--- src/rtl/drv_ad56x3_pkg.sv ---
// Shared constants, frame-length helper and sample-pair type for the AD56x3 DAC path.
package drv_ad56x3_pkg;

    localparam int SHIFT_WIDTH  = 24;
    localparam int SAMPLE_WIDTH = 14;

    // Serial frame length of the driver in clk cycles; sets the minimum update period.
    function automatic int frame_cycles(input int sclkDiv, input int syncDur);
        return sclkDiv * (2 * SHIFT_WIDTH + syncDur + 1);
    endfunction

    typedef struct packed {
        logic [SAMPLE_WIDTH-1:0] a;
        logic [SAMPLE_WIDTH-1:0] b;
    } samplePair_t;

endpackage

--- src/rtl/dac_sample_scheduler_if.sv ---
// Valid/ready stream carrying one A/B sample pair per beat.
interface dac_sample_scheduler_if #(
    parameter int DATA_WIDTH = 14
);
    logic                  sValid;
    logic                  sReady;
    logic [DATA_WIDTH-1:0] sDataA;
    logic [DATA_WIDTH-1:0] sDataB;

    modport master (output sValid, output sDataA, output sDataB, input  sReady);
    modport slave  (input  sValid, input  sDataA, input  sDataB, output sReady);
endinterface

--- src/rtl/dac_sample_fifo.sv ---
// Synchronous FIFO for sample pairs with an exact registered fill level.
module dac_sample_fifo #(
    parameter int WIDTH = 28,
    parameter int DEPTH = 16,
    localparam int AW = $clog2(DEPTH),
    localparam int LW = $clog2(DEPTH) + 1
) (
    input  logic             clk,
    input  logic             reset,
    input  logic             push,
    input  logic             pop,
    input  logic [WIDTH-1:0] wrData,
    output logic [WIDTH-1:0] rdData,
    output logic             full,
    output logic             empty,
    output logic [LW-1:0]    level
);

    logic [WIDTH-1:0] mem [DEPTH];
    logic [AW-1:0]    wrPtr, rdPtr;
    logic             doPush, doPop;

    assign full   = (level == LW'(DEPTH));
    assign empty  = (level == '0);
    assign doPush = push && !full;
    assign doPop  = pop && !empty;
    assign rdData = mem[rdPtr];

    always_ff @(posedge clk) begin
        if (doPush) mem[wrPtr] <= wrData;
    end

    // Power-of-two depth lets the pointers wrap naturally.
    always_ff @(posedge clk or posedge reset) begin
        if (reset) begin
            wrPtr <= '0;
            rdPtr <= '0;
            level <= '0;
        end else begin
            if (doPush) wrPtr <= wrPtr + 1'b1;
            if (doPop)  rdPtr <= rdPtr + 1'b1;
            case ({doPush, doPop})
                2'b10:   level <= level + 1'b1;
                2'b01:   level <= level - 1'b1;
                default: level <= level;
            endcase
        end
    end

endmodule

--- src/rtl/dac_sample_scheduler.sv ---
// Paces buffered A/B sample pairs to the DAC driver: one ce strobe per update period.
module dac_sample_scheduler
    import drv_ad56x3_pkg::*;
#(
    parameter int DATA_WIDTH   = SAMPLE_WIDTH,
    parameter int FIFO_DEPTH   = 16,
    parameter int PERIOD_WIDTH = 16,
    parameter int MIN_PERIOD   = frame_cycles(2, 5),
    localparam int LW = $clog2(FIFO_DEPTH) + 1
) (
    input  logic                    clk,
    input  logic                    reset,
    input  logic                    enable,
    input  logic [PERIOD_WIDTH-1:0] period,
    dac_sample_scheduler_if.slave   s,
    output logic                    ce,
    output logic [DATA_WIDTH-1:0]   dataA,
    output logic [DATA_WIDTH-1:0]   dataB,
    output logic                    underflow,
    output logic [LW-1:0]           fillLevel
);

    localparam logic [PERIOD_WIDTH-1:0] MIN_P = PERIOD_WIDTH'(MIN_PERIOD);

    logic [PERIOD_WIDTH-1:0]   cnt, curPeriod, effPeriod;
    logic                      tick, push, pop, full, empty;
    logic [2*DATA_WIDTH-1:0]   head;

    assign effPeriod = (period < MIN_P) ? MIN_P : period;
    assign tick      = enable && (cnt == curPeriod - 1'b1);
    assign s.sReady  = ~full;
    assign push      = s.sValid && !full;
    assign pop       = tick && !empty;

    // Period is latched while idle and at each wrap, so a change never shortens a running count.
    always_ff @(posedge clk or posedge reset) begin
        if (reset) begin
            cnt       <= '0;
            curPeriod <= MIN_P;
        end else if (!enable) begin
            cnt       <= '0;
            curPeriod <= effPeriod;
        end else if (tick) begin
            cnt       <= '0;
            curPeriod <= effPeriod;
        end else begin
            cnt       <= cnt + 1'b1;
        end
    end

    dac_sample_fifo #(
        .WIDTH (2*DATA_WIDTH),
        .DEPTH (FIFO_DEPTH)
    ) uFifo (
        .clk    (clk),
        .reset  (reset),
        .push   (push),
        .pop    (pop),
        .wrData ({s.sDataA, s.sDataB}),
        .rdData (head),
        .full   (full),
        .empty  (empty),
        .level  (fillLevel)
    );

    always_ff @(posedge clk or posedge reset) begin
        if (reset) begin
            ce        <= 1'b0;
            underflow <= 1'b0;
            dataA     <= '0;
            dataB     <= '0;
        end else begin
            ce        <= pop;
            underflow <= tick && empty;
            if (pop) begin
                dataA <= head[2*DATA_WIDTH-1:DATA_WIDTH];
                dataB <= head[DATA_WIDTH-1:0];
            end
        end
    end

endmodule

--- src/flat_wrapper.sv ---
// flat-port wrapper written by rule: the top's interface ports become plain ports
module dac_sample_scheduler_flat import drv_ad56x3_pkg::*;
#(
    parameter int DATA_WIDTH   = SAMPLE_WIDTH,
    parameter int FIFO_DEPTH   = 16,
    parameter int PERIOD_WIDTH = 16,
    parameter int MIN_PERIOD   = frame_cycles(2, 5),
    localparam int LW = $clog2(FIFO_DEPTH) + 1
)
  (clk, reset, enable, period, ce, dataA, dataB, underflow, fillLevel, s_sValid, s_sDataA, s_sDataB, s_sReady);
  dac_sample_scheduler_if #(.DATA_WIDTH(DATA_WIDTH)) s_i ();
  input  logic clk;
  input  logic reset;
  input  logic enable;
  input  logic [PERIOD_WIDTH-1:0] period;
  output logic ce;
  output logic [DATA_WIDTH-1:0] dataA;
  output logic [DATA_WIDTH-1:0] dataB;
  output logic underflow;
  output logic [LW-1:0] fillLevel;
  input wire logic [$bits(s_i.sValid)-1:0] s_sValid;
  input wire logic [$bits(s_i.sDataA)-1:0] s_sDataA;
  input wire logic [$bits(s_i.sDataB)-1:0] s_sDataB;
  output wire logic [$bits(s_i.sReady)-1:0] s_sReady;
  assign s_i.sValid = s_sValid;
  assign s_i.sDataA = s_sDataA;
  assign s_i.sDataB = s_sDataB;
  assign s_sReady = s_i.sReady;
  dac_sample_scheduler #(.DATA_WIDTH(DATA_WIDTH), .FIFO_DEPTH(FIFO_DEPTH), .PERIOD_WIDTH(PERIOD_WIDTH), .MIN_PERIOD(MIN_PERIOD)) u_core (.clk(clk), .reset(reset), .enable(enable), .period(period), .s(s_i), .ce(ce), .dataA(dataA), .dataB(dataB), .underflow(underflow), .fillLevel(fillLevel));
endmodule
--- config.mk ---
export PLATFORM = sky130hd
export DESIGN_NAME = dac_sample_scheduler_flat
export DESIGN_NICKNAME = d
export VERILOG_FILES = /design/src/rtl/drv_ad56x3_pkg.sv /design/src/rtl/dac_sample_scheduler_if.sv /design/src/rtl/dac_sample_fifo.sv /design/src/rtl/dac_sample_scheduler.sv /design/src/flat_wrapper.sv
export SDC_FILE = /design/constraint.sdc
export NUM_CORES = 1
export LEC_CHECK = 0
export CAP_MARGIN = 5
export CORE_MARGIN = 2
export CORE_UTILIZATION = 29
export CTS_BUF_LIST = sky130_fd_sc_hd__clkbuf_16
export CTS_CLUSTER_DIAMETER = 120
export DETAILED_ROUTE_END_ITERATION = 8
export DONT_BUFFER_PORTS = 1
export PLACE_DENSITY = 0.52
export SYNTH_ARGS = -nofsm -noshare
export SYNTH_HDL_FRONTEND = slang
export SYNTH_SLANG_ARGS = --single-unit
--- constraint.sdc ---
create_clock -name clk -period 4.65 [get_ports clk]
set_input_delay 0 -clock clk [delete_from_list [all_inputs] [get_ports clk]]
set_output_delay 0 -clock clk [all_outputs]
set_load 0.005 [all_outputs]
Word-level counts from Yosys, hierarchy flattened. Memories as Yosys holds them, arrays and structs flattened. A register that Yosys moved wholly into a read port is not among the register bits. Index checks and enable logic that the tools add are counted.

Output and inout port bits: 36. Memories: 1. Flip-flop bits (word level): 47. Word-level logic and storage cells: 39. RAM bits: 448. Input bits: 48.

Memory list: u_core.uFifo.mem (words 16, bits a word 28, rd ports 1, clocked after memory_dff 1, wr ports 1, RTL line dac_sample_fifo.sv:19) `logic [WIDTH-1:0] mem [DEPTH];`.

Muxes and demuxes: 8. Eq/ne operators: 5. $add $sub $neg: 6. Bitwise operators: 1. Reduce and logical (&&, ||, !) cells: 10. Order comparisons: 1.

Operators by type and width (number): two-way mux 16 bit (5); adder 16 x 1 -> 16 bit (second input constant) (1); equality test 16 bit (1); < comparator 16 x 7 -> 1 bit (second input constant) (1); subtractor 16 x 1 -> 16 bit (second input constant) (1); case mux 5 bit (2 select lines) (1); adder 4 x 1 -> 4 bit (second input constant) (2); logical AND 1 bit (6); adder 5 x 1 -> 5 bit (second input constant) (1); equality test 5 bit (second input constant) (1); logical NOT 5 bit (1); subtractor 5 x 1 -> 5 bit (second input constant) (1); equality test 2 x 1 -> 1 bit (second input constant) (1); equality test 2 bit (second input constant) (1); logical NOT 1 bit (2); two-way mux 1 bit (2); inequality test 2 x 1 -> 1 bit (second input constant) (1); nonzero test 2 bit (1); NOT 1 bit (1).

Depth between registers and ports, before layout. Gate-level depths: netlist (run 1).

Word-level depth: 7. Depth in mapped cells: 18. Gate-level depth less buffers: 17.

Hierarchy. From an unflattened synthesis (run 1), not the netlist that was laid out.

Cells, all modules: 1162. Area total of the unflattened synthesis: 20958.9 sq um.

Modules (own cells, without submodules): dac_sample_fifo (area each 17903.4 sq um, seq. area each 13778.2 sq um, cells each 897, times used 1); dac_sample_scheduler (area each 3055.4 sq um, seq. area each 1556.5 sq um, cells each 265, times used 1).

Worst setup path after synthesis (run 1). Ideal clock, no wire load.

Path kind: register -> register. From: register u_core.curPeriod[0]. To: register u_core.uFifo.level[4]. Arrival time: 3.564 ns. Data required time: 4.524 ns. Cell stages (with the launch flop): 18. Setup time: 0.126 ns. Path buffers: 1. Clock period less this slack: 3.690 ns. Path slack: 0.960 ns. Cells stage by stage: dfrtp_1 inv_1 ha_1 nor3b_1 and4b_1 nand3_1 a211o_1 nor4_4 buf_6 ha_1 inv_1 fa_1 inv_1 a21o_1 a21oi_1 xnor2_1 nor2_1 xor2_1.

Word-level cells in the longest chain between the ends: 7. Elaborated cells on any way between the ends: 9. Those cells by class: add/sub: 1; eq/ne: 3; mux: 1; reduce/logical: 4.

Ends and longest elaborated chain: start, declared (RTL line dac_sample_scheduler.sv:25) `logic [PERIOD_WIDTH-1:0] cnt, curPeriod, effPeriod;`; start signal, assigned (RTL line dac_sample_scheduler.sv:42) `curPeriod <= effPeriod;`; start signal, assigned (RTL line dac_sample_scheduler.sv:45) `curPeriod <= effPeriod;`; subtractor 16 x 1 -> 16 bit (*) (RTL line dac_sample_scheduler.sv:30) `assign tick = enable && (cnt == curPeriod - 1'b1);`; equality test 16 bit (*) (RTL line dac_sample_scheduler.sv:30); logical AND 1 bit (*) (RTL line dac_sample_scheduler.sv:30); logical AND 1 bit (*) (RTL line dac_sample_scheduler.sv:33) `assign pop = tick && !empty;`; net u_core.pop (RTL line dac_sample_scheduler.sv:26) `logic tick, push, pop, full, empty;`; logical AND 1 bit (*) (RTL line dac_sample_fifo.sv:26) `assign doPop = pop && !empty;`; equality test 2 x 1 -> 1 bit or equality test 2 bit (tied branches) (RTL line dac_sample_fifo.sv:42) `case ({doPush, doPop})`; case mux 5 bit (2 select lines) or nonzero test 2 bit (tied branches); end signal, assigned (RTL line dac_sample_fifo.sv:43) `2'b10: level <= level + 1'b1;`; end signal, assigned (RTL line dac_sample_fifo.sv:44) `2'b01: level <= level - 1'b1;`; end signal, assigned (RTL line dac_sample_fifo.sv:45) `default: level <= level;`; end, declared (RTL line dac_sample_fifo.sv:16) `output logic [LW-1:0] level`.

Mark *: on every way through the listed nets, which the timed path passes. The rest lies on a longest branch. A chain may end at the register's enable or synchronous reset.

Worst setup path in the final report (run 1).
From: register u_core.curPeriod[0]. To: register u_core.uFifo.level[4].

Word-level cells in the longest chain between the ends: 7. Elaborated cells on any way between the ends: 9. Those cells by class: add/sub: 1; eq/ne: 3; mux: 1; reduce/logical: 4.

Ends and longest elaborated chain (RTL line): subtractor 16 x 1 -> 16 bit (*) (dac_sample_scheduler.sv:30); equality test 16 bit (*) (dac_sample_scheduler.sv:30); logical AND 1 bit (*) (dac_sample_scheduler.sv:30); logical AND 1 bit (*) (dac_sample_scheduler.sv:33); logical AND 1 bit (*) (dac_sample_fifo.sv:26); equality test 2 x 1 -> 1 bit or equality test 2 bit (tied branches) (dac_sample_fifo.sv:42); case mux 5 bit (2 select lines) or nonzero test 2 bit (tied branches).

Mark *: on every way between the ends. The rest lies on a longest branch, timed or not.

==> summary.txt, run 1 <==
Status
  • Status: finished clean

Yosys
  • Synth Flop Type: edfxtp_1
  • Most numerous cell in the Yosys netlist: edfxtp_1
  • Synth Area in Adders: 0.00764
  • Simple-Gate Fraction of Synth Area: 0.0327
  • XOR/XNOR Fraction of Synth Area: 0.0182
  • Post-synthesis compound-gate area fraction: 0.00734
  • Top cell type's share of synthesized area: 0.652
  • Post-Syn Nets: 1039
  • Number of synthesized flops with an enable pin: 448
  • Ys Warns: 0
  • Mapped Avg Cell Area: 21.1 um^2
  • Multiplexer area fraction after synthesis: 0.177
  • Seq cells post-synth: 523
  • Most frequent cells after synthesis: edfxtp_1, mux4_2, dfrtp_1, nor2_1, mux2_2
  • Asr flop ratio synth: 0.143
  • Largest family of logic cells by synthesized area: multiplexers
  • Register area share after synthesis: 0.743
  • Mapped cell area: 20600 um^2
  • Syn Inst Count: 979
  • Yosys cell types: 50
  • Largest area contributor in the netlist: edfxtp_1
  • Top cells by area, synth: edfxtp_1, mux4_2, dfrtp_1, mux2_2, xor2_1

Clock network
  • TritonCTS Sinks: 523
  • CTS root buffer: clkbuf_16
  • Clock-pin slew on the worst setup and hold paths: 0.06 ns
  • Clk buf depth: 3
  • CTS tree: yes
  • Cts repair resizes: 0
  • CTS H-tree lvls: 2
  • Clock Latency Late Sink: 0.62 ns
  • Cts bufs inserted: 54
  • Post-CTS Repair Setup Buffers: 0

Timing
  • Tmin final: 3.74 ns
  • Setup TNS Final: 0 ns
  • Hold Vio Cnt, Final: 0
  • Count of final setup violators: 0
  • Final cycle utilization of the critical path: 0.804
  • Max Slew Vio Count: 0
  • Max-slew headroom: 0.386
  • Unrepaired setup endpoints after global routing: false
  • Final clock skew: 0.0357 ns
  • Worst-Margin Slew: 0.920 ns
  • Highest clock rate: 267 MHz

Hold path
  • Min-Delay Startpoint: enable
  • HP Class: input port to register

Layout
  • Fin area: 24200 um^2
  • Area added between synthesis and finish: 17.0%
  • Multi-input gate area: 5130 um^2
  • Share of cells above drive strength 1: 0.283
  • Post-Layout Cell Count: 2058
  • Ant. Diodes: 0
  • Post-layout nets: 1134
  • Register area: 15300 um^2
  • # fillers: 6536

Floorplanning
  • Chip height: 271 um
  • # IOs: 84
  • Core ar.: 70300 um^2
  • Full die area: 73300 um^2
  • Starting Density: 0.294
  • FP Rows: 97
  • Die boundary width: 271 um

Worst setup path
  • Critical Path Source Type: register
  • CP required: 5.13 ns
  • CP Max Fanout: 5
  • Reg2Reg Launch Point: u_core.curPeriod[0]
  • Crit Path Class: register to register
  • Worst Setup SP: u_core.curPeriod[0]
  • Crit end category: register
  • WP data arrival: 4.22 ns

Global routing
  • Antenna violations before repair: 2
  • First-pass GRT wire length: 70300 um
  • Largest net degree at the start of global routing: 70
  • GRT Util Overall: 0.130
  • Global route overflow: 0
  • Vias in the first global route: 10.2k

Placed design
  • Placement Cell Area: 22000 um^2
  • Gpl congestion: 0.795
  • Dpl hpwl: 26600 um
  • PortBufs: 0
  • Placed Cells: 1907

Drt
  • DRT Pass-1 Iters: 5
  • Drt wl/cell: 22.9 um
  • Wirelength, routed: 47100 um
  • Via count: 9604
  • Post-DRT Antenna Nets: 0
  • DRC errors left: 0
  • Vias per inst: 4.67
  • 1st-iter DRT viols: 692

Power and ir drop
  • Cell Pwr Density: 441 nW/um^2
  • Peak VDD IR: 288 uV
  • Static Leak: 7.84 nW

Job
  • Maximum capacitance violations: 0
registers in the layout (all words and copies together) (netlist names):
register / count
u_core.ce: 1
u_core.cnt: 16
u_core.curPeriod: 16
u_core.dataA: 14
u_core.dataB: 14
u_core.uFifo.level: 5
u_core.uFifo.mem: 448
u_core.uFifo.rdPtr: 4
u_core.uFifo.wrPtr: 4
u_core.underflow: 1
cell families after synthesis:
kind of cell	after synthesis
and+or+nand+nor	130
buffers and inverters	62
DFF	523
adders and majority gates	12
xor gates and xnor gates	42
AOI/OAI and AO/OA	24
muxes	186
where the power goes:
group          switching [mW]  internal (mW)
clock network            1.81           2.18
logic                   0.636          0.306
registers               0.161           5.56
total                    2.61           8.04
per-stage QoR:
step,power [mW],utilization,setup WS [ns],hold slack [ns]
after CTS,10.8,0.344,0.894,0.0322
after global routing,11.1,0.344,0.591,0.0551
after floorplan,6.26,-,0.960,0.0989
after global placement,6.68,0.313,0.956,0.0995
after detailed placement,6.70,0.313,0.898,0.0997
final,10.6,0.344,0.911,0.0126
path summary, 6_finish.rpt:
| path | end | slack, ns | cells after the start |
|---|---|---|---|
| min in group asynchronous | u_core.uFifo.level[2] | 0.05 | 2 |
| worst max register to register | u_core.uFifo.level[4] | 0.91 | 16 |
| worst max-delay path | u_core.uFifo.level[4] | 0.91 | 16 |
| max in group asynchronous | u_core.uFifo.rdPtr[0] | 3.66 | 3 |
| worst min register to register | u_core.curPeriod[2] | 0.51 | 2 |
| worst min-delay path | u_core.ce | 0.01 | 3 |
routing by layer:
layer,up-vias,track usage,routed length (um)
met5,-,0,27
met2,196,0.212,22800
met3,58,0.0280,2270
li1,4172,-,-
met1,5174,0.176,21300
met4,4,0.0314,757
cells in the final DEF, fill, tap and decap left out, types with 20 or more instances in the layout:
master / instances
edfxtp_1: 448
mux4_2: 140
dfrtp_1: 67
clkbuf_16: 54
dlygate4sd3_1: 51
mux2_2: 39
nor2_1: 33
inv_1: 31
buf_4: 30
nand2_1: 24
xor2_1: 21
xnor2_1: 20
critical path, cell delays in order, from the launching register on:
cell and delay (ns):
dfrtp_1 0.42, inv_1 0.09, ha_1 0.22, nor3b_1 0.49, and4b_1 0.31, nand3_1 0.08
a211o_1 0.36, nor4_4 0.30, ha_1 0.27, inv_1 0.10, fa_1 0.40, inv_1 0.07
a21o_1 0.11, a21oi_1 0.07, xnor2_1 0.14, nor2_1 0.06, xor2_1 0.14
cell type report:
type                       count  share of cell area
timing repair buffer          84              0.0329
inverter                      17             0.00275
sequential                   523               0.635
clock inverter                46              0.0118
clock buffer                  54              0.0560
tap                          940              0.0487
multi-input combinational    394               0.213
timing repair:
item	in CTS	in global routing
endpoints found under the hold margin	524	0
setup endpoints to repair	0	0
hold buffers	51	0
Note: power is estimated with default switching activity, not from simulation.
==> run 2: changes to the inputs <==
ABC_AREA = 1   (was unset)
PLACE_DENSITY = 0.53   (was 0.52)
clock period = 3.05 ns   (was 4.65 ns; I/O delays follow)
==> run 2 against run 1 <==
The flow now finishes with violations (setup timing). Power grew 61%. Combinational power up 90%. Sequential cell count unchanged. Area after synthesis increased by 5.0%. Global-route usage up 2.1 points. Via count grew 45%. Highest routed layer is now met4. Clock power rose by 68%.
==> summary.txt, run 2 <==
Status
  • Status: finished, violations left (was finished clean)
  • Failing checks: setup timing

Yosys
  • Yosys cell types: 40 (was 50)
  • Mapped Avg Cell Area: 12.5 um^2 (was 21.1 um^2)
  • Largest area contributor in the netlist: edfxtp_1 (unchanged)
  • Post-Syn Nets: 1795 (was 1039)
  • Synth Flop Type: edfxtp_1 (unchanged)
  • Most numerous cell in the Yosys netlist: nand2_1 (was edfxtp_1)
  • Number of synthesized flops with an enable pin: 448 (unchanged)
  • Mapped cell area: 21700 um^2 (was 20600 um^2)
  • Ys Warns: 0 (unchanged)
  • Most frequent cells after synthesis: nand2_1, edfxtp_1, a21oi_1, nor2_1, dfrtp_1 (was edfxtp_1, mux4_2, dfrtp_1, nor2_1, mux2_2)
  • Seq cells post-synth: 523 (unchanged)
  • Top cells by area, synth: edfxtp_1, dfrtp_1, nand2_1, a21oi_1, mux2i_1 (was edfxtp_1, mux4_2, dfrtp_1, mux2_2, xor2_1)
  • Syn Inst Count: 1735 (was 979)
  • Asr flop ratio synth: 0.143 (unchanged)
  • Top cell type's share of synthesized area: 0.621 (was 0.652)
  • Register area share after synthesis: 0.708 (was 0.743)

Drt
  • Post-DRT Antenna Nets: 0 (unchanged)
  • DRT Pass-1 Iters: 5 (unchanged)
  • 1st-iter DRT viols: 1274 (was 692)
  • Wirelength, routed: 58700 um (was 47100 um)
  • Drt wl/cell: 20.6 um (was 22.9 um)
  • DRC errors left: 0 (unchanged)
  • Via count: 14.0k (was 9604)
  • Vias per inst: 4.90 (was 4.67)

Job
  • Maximum capacitance violations: 0 (unchanged)

Clock network
  • CTS H-tree lvls: 2 (unchanged)
  • Clock-pin slew on the worst setup and hold paths: 0.07 ns (was 0.06 ns)
  • Clock Latency Late Sink: 0.63 ns (was 0.62 ns)
  • TritonCTS Sinks: 523 (unchanged)
  • CTS tree: yes (unchanged)
  • Clk buf depth: 3 (unchanged)
  • Cts bufs inserted: 53 (was 54)
  • CTS root buffer: clkbuf_16 (unchanged)

Timing
  • Worst-Margin Slew: 0.901 ns (was 0.920 ns)
  • Max-slew headroom: 0.399 (was 0.386)
  • Tmin final: 3.13 ns (was 3.74 ns)
  • Max Slew Vio Count: 0 (unchanged)
  • Highest clock rate: 319 MHz (was 267 MHz)
  • Final clock skew: 0.0372 ns (was 0.0357 ns)
  • Count of final setup violators: 1 (was 0)
  • Hold Vio Cnt, Final: 0 (unchanged)
  • Setup TNS Final: -0.0844 ns (was 0 ns)
  • Unrepaired setup endpoints after global routing: true (was false)
  • Final cycle utilization of the critical path: 1.03 (was 0.804)
  • Final worst slack: -0.0844 ns (was 0.911 ns)

Placed design
  • Dpl hpwl: 31300 um (was 26600 um)
  • Gpl congestion: 0.809 (was 0.795)
  • Pre-CTS setup slack: -0.195 ns (was 0.898 ns)
  • PortBufs: 0 (unchanged)
  • Placed Cells: 2666 (was 1907)

Floorplanning
  • Starting Density: 0.292 (was 0.294)
  • FP Rows: 100 (was 97)
  • # IOs: 84 (unchanged)
  • Chip height: 277 um (was 271 um)
  • Full die area: 76900 um^2 (was 73300 um^2)
  • Core ar.: 74200 um^2 (was 70300 um^2)
  • Die boundary width: 277 um (was 271 um)

Worst setup path
  • Reg2reg path depth: 21 (was 16)
  • CP Max Fanout: 4 (was 5)
  • Crit end category: register (unchanged)
  • Crit Path Class: register to register (unchanged)
  • WP data arrival: 3.65 ns (was 4.22 ns)
  • Critical Path Source Type: register (unchanged)
  • CP required: 3.57 ns (was 5.13 ns)

Global routing
  • Met1 usage: 0.205 (was 0.176)
  • GRT Util Overall: 0.151 (was 0.130)
  • Met2 Use GR: 0.254 (was 0.212)
  • GRT Max-Usage Layer: met2 (unchanged)
  • First-pass GRT wire length: 88400 um (was 70300 um)
  • Vias in the first global route: 14.0k (was 10.2k)
  • Met3 usage: 0.0211 (was 0.0280)
  • Largest net degree at the start of global routing: 96 (was 70)
  • Antenna violations before repair: 2 (unchanged)
  • Global route overflow: 0 (unchanged)

Layout
  • Post-layout nets: 1898 (was 1134)
  • Largest Register: u_core.uFifo.mem (unchanged)
  • Max reg flops: 448 (unchanged)
  • Share of cells above drive strength 1: 0.134 (was 0.283)
  • Commonest non-fill, non-tap cell in the layout: edfxtp_1 (unchanged)
  • Area added between synthesis and finish: 20.3% (was 17.0%)
  • Biggest regs: u_core.uFifo.mem x448, u_core.cnt x16, u_core.curPeriod x16 (unchanged)
  • Most frequent cells in the layout: edfxtp_1, nand2_1, a21oi_1 (was edfxtp_1, mux4_2, dfrtp_1)
  • Post-Layout Cell Count: 2853 (was 2058)

Hold path
  • HP Class: input port to asynchronous set/reset pin (was input port to register)

Power and ir drop
  • Static Leak: 9.60 nW (was 7.84 nW)
  • Peak VDD IR: 449 uV (was 288 uV)
  • Cell Pwr Density: 659 nW/um^2 (was 441 nW/um^2)
-- run 2: cell types whose count changed after synthesis, sizes merged, moves of 36 or more --
cell / change
a211oi: +57
mux2: -39
mux2i: +49
a21oi: +112
nand2: +429
mux4: -140
o21ai: +55
o22ai: +55
inv: +36
a21boi: +55
-- run 2: final timing paths --
| kind | startpoint | end | slack [ns] |
|---|---|---|---|
| min reg2reg | u_core.curPeriod[5] | u_core.curPeriod[5] | 0.49 |
| min in group clk | period[4] | u_core.curPeriod[0] | 0.08 |
| max in group asynchronous | reset | u_core.curPeriod[6] | 2.14 |
| max reg2reg | u_core.curPeriod[0] | u_core.uFifo.level[4] | -0.08 |
| max | u_core.curPeriod[0] | u_core.uFifo.level[4] | -0.08 |
| min | reset | u_core.uFifo.rdPtr[3] | 0.05 |
-- run 2: final cells by class --
type,instances,area (um^2)
fill,7166,48100
sequential,523,15300
multi-input combinational,1062,5960
timing repair buffer,144,1540
clock buffer,53,1330
tap,969,1210
clock inverter,47,477
inverter,54,209
antenna,1,2.50
-- run 2: power breakdown --
part / leakage [nW] / switching, mW / internal (mW)
clock network: 0.873 / 2.89 / 3.81
logic: 3.70 / 1.25 / 0.546
registers: 5.03 / 0.219 / 8.46
-- run 2: critical path, cell delays in order (launching register included) --
cell and delay (ns):
dfrtp_1 0.40, inv_2 0.09, ha_4 0.21, xnor2_2 0.13, nor2_1 0.13, nand2_1 0.07, nor2_1 0.12, nand3_1 0.11
nor2_1 0.12, nand2_1 0.06, nor2_1 0.10, nand4_1 0.17, nor2_2 0.20, ha_4 0.20, inv_2 0.06, fa_2 0.36
nor2_2 0.10, a211oi_2 0.06, nand2_1 0.07, nand2_1 0.04, nor2_1 0.10, xor2_1 0.15
-- run 2: stage by stage --
step                 util  hold WS [ns]  instance area (um^2)  total power [mW]
floorplan               -        0.0989                 21700              9.58
global placement    0.313        0.0942                 23300              10.3
detailed placement  0.313        0.0998                 23300              10.4
CTS                 0.349      0.000831                 25900              17.3
global route        0.351        0.0878                 26100              17.8
finish              0.351        0.0528                 26100              17.2
-- run 2: cells by family after synthesis --
group,count (synthesis),synth area share
and+or+nand+nor,608,0.117
muxes,56,0.0259
DFF,523,0.708
buffers and inverters,150,0.0301
adders and majority gates,12,0.00728
xor gates and xnor gates,35,0.0145
AOI/OAI and AO/OA,351,0.0976
-- run 2: routing by layer --
metal,up-vias,part of all wire
met2,393,0.48
li1,6461,-
met5,-,0
met3,89,0.048
met4,0,0.019
met1,7026,0.45
-- run 2: timing repair --
action,in CTS,in global routing
gates resized for setup,10,23
setup endpoints to repair,2,492
buffers inserted,27,7
cloned,0,0
hold endpoints to repair,573,30
hold buffers,54,1
pin swaps,8,18
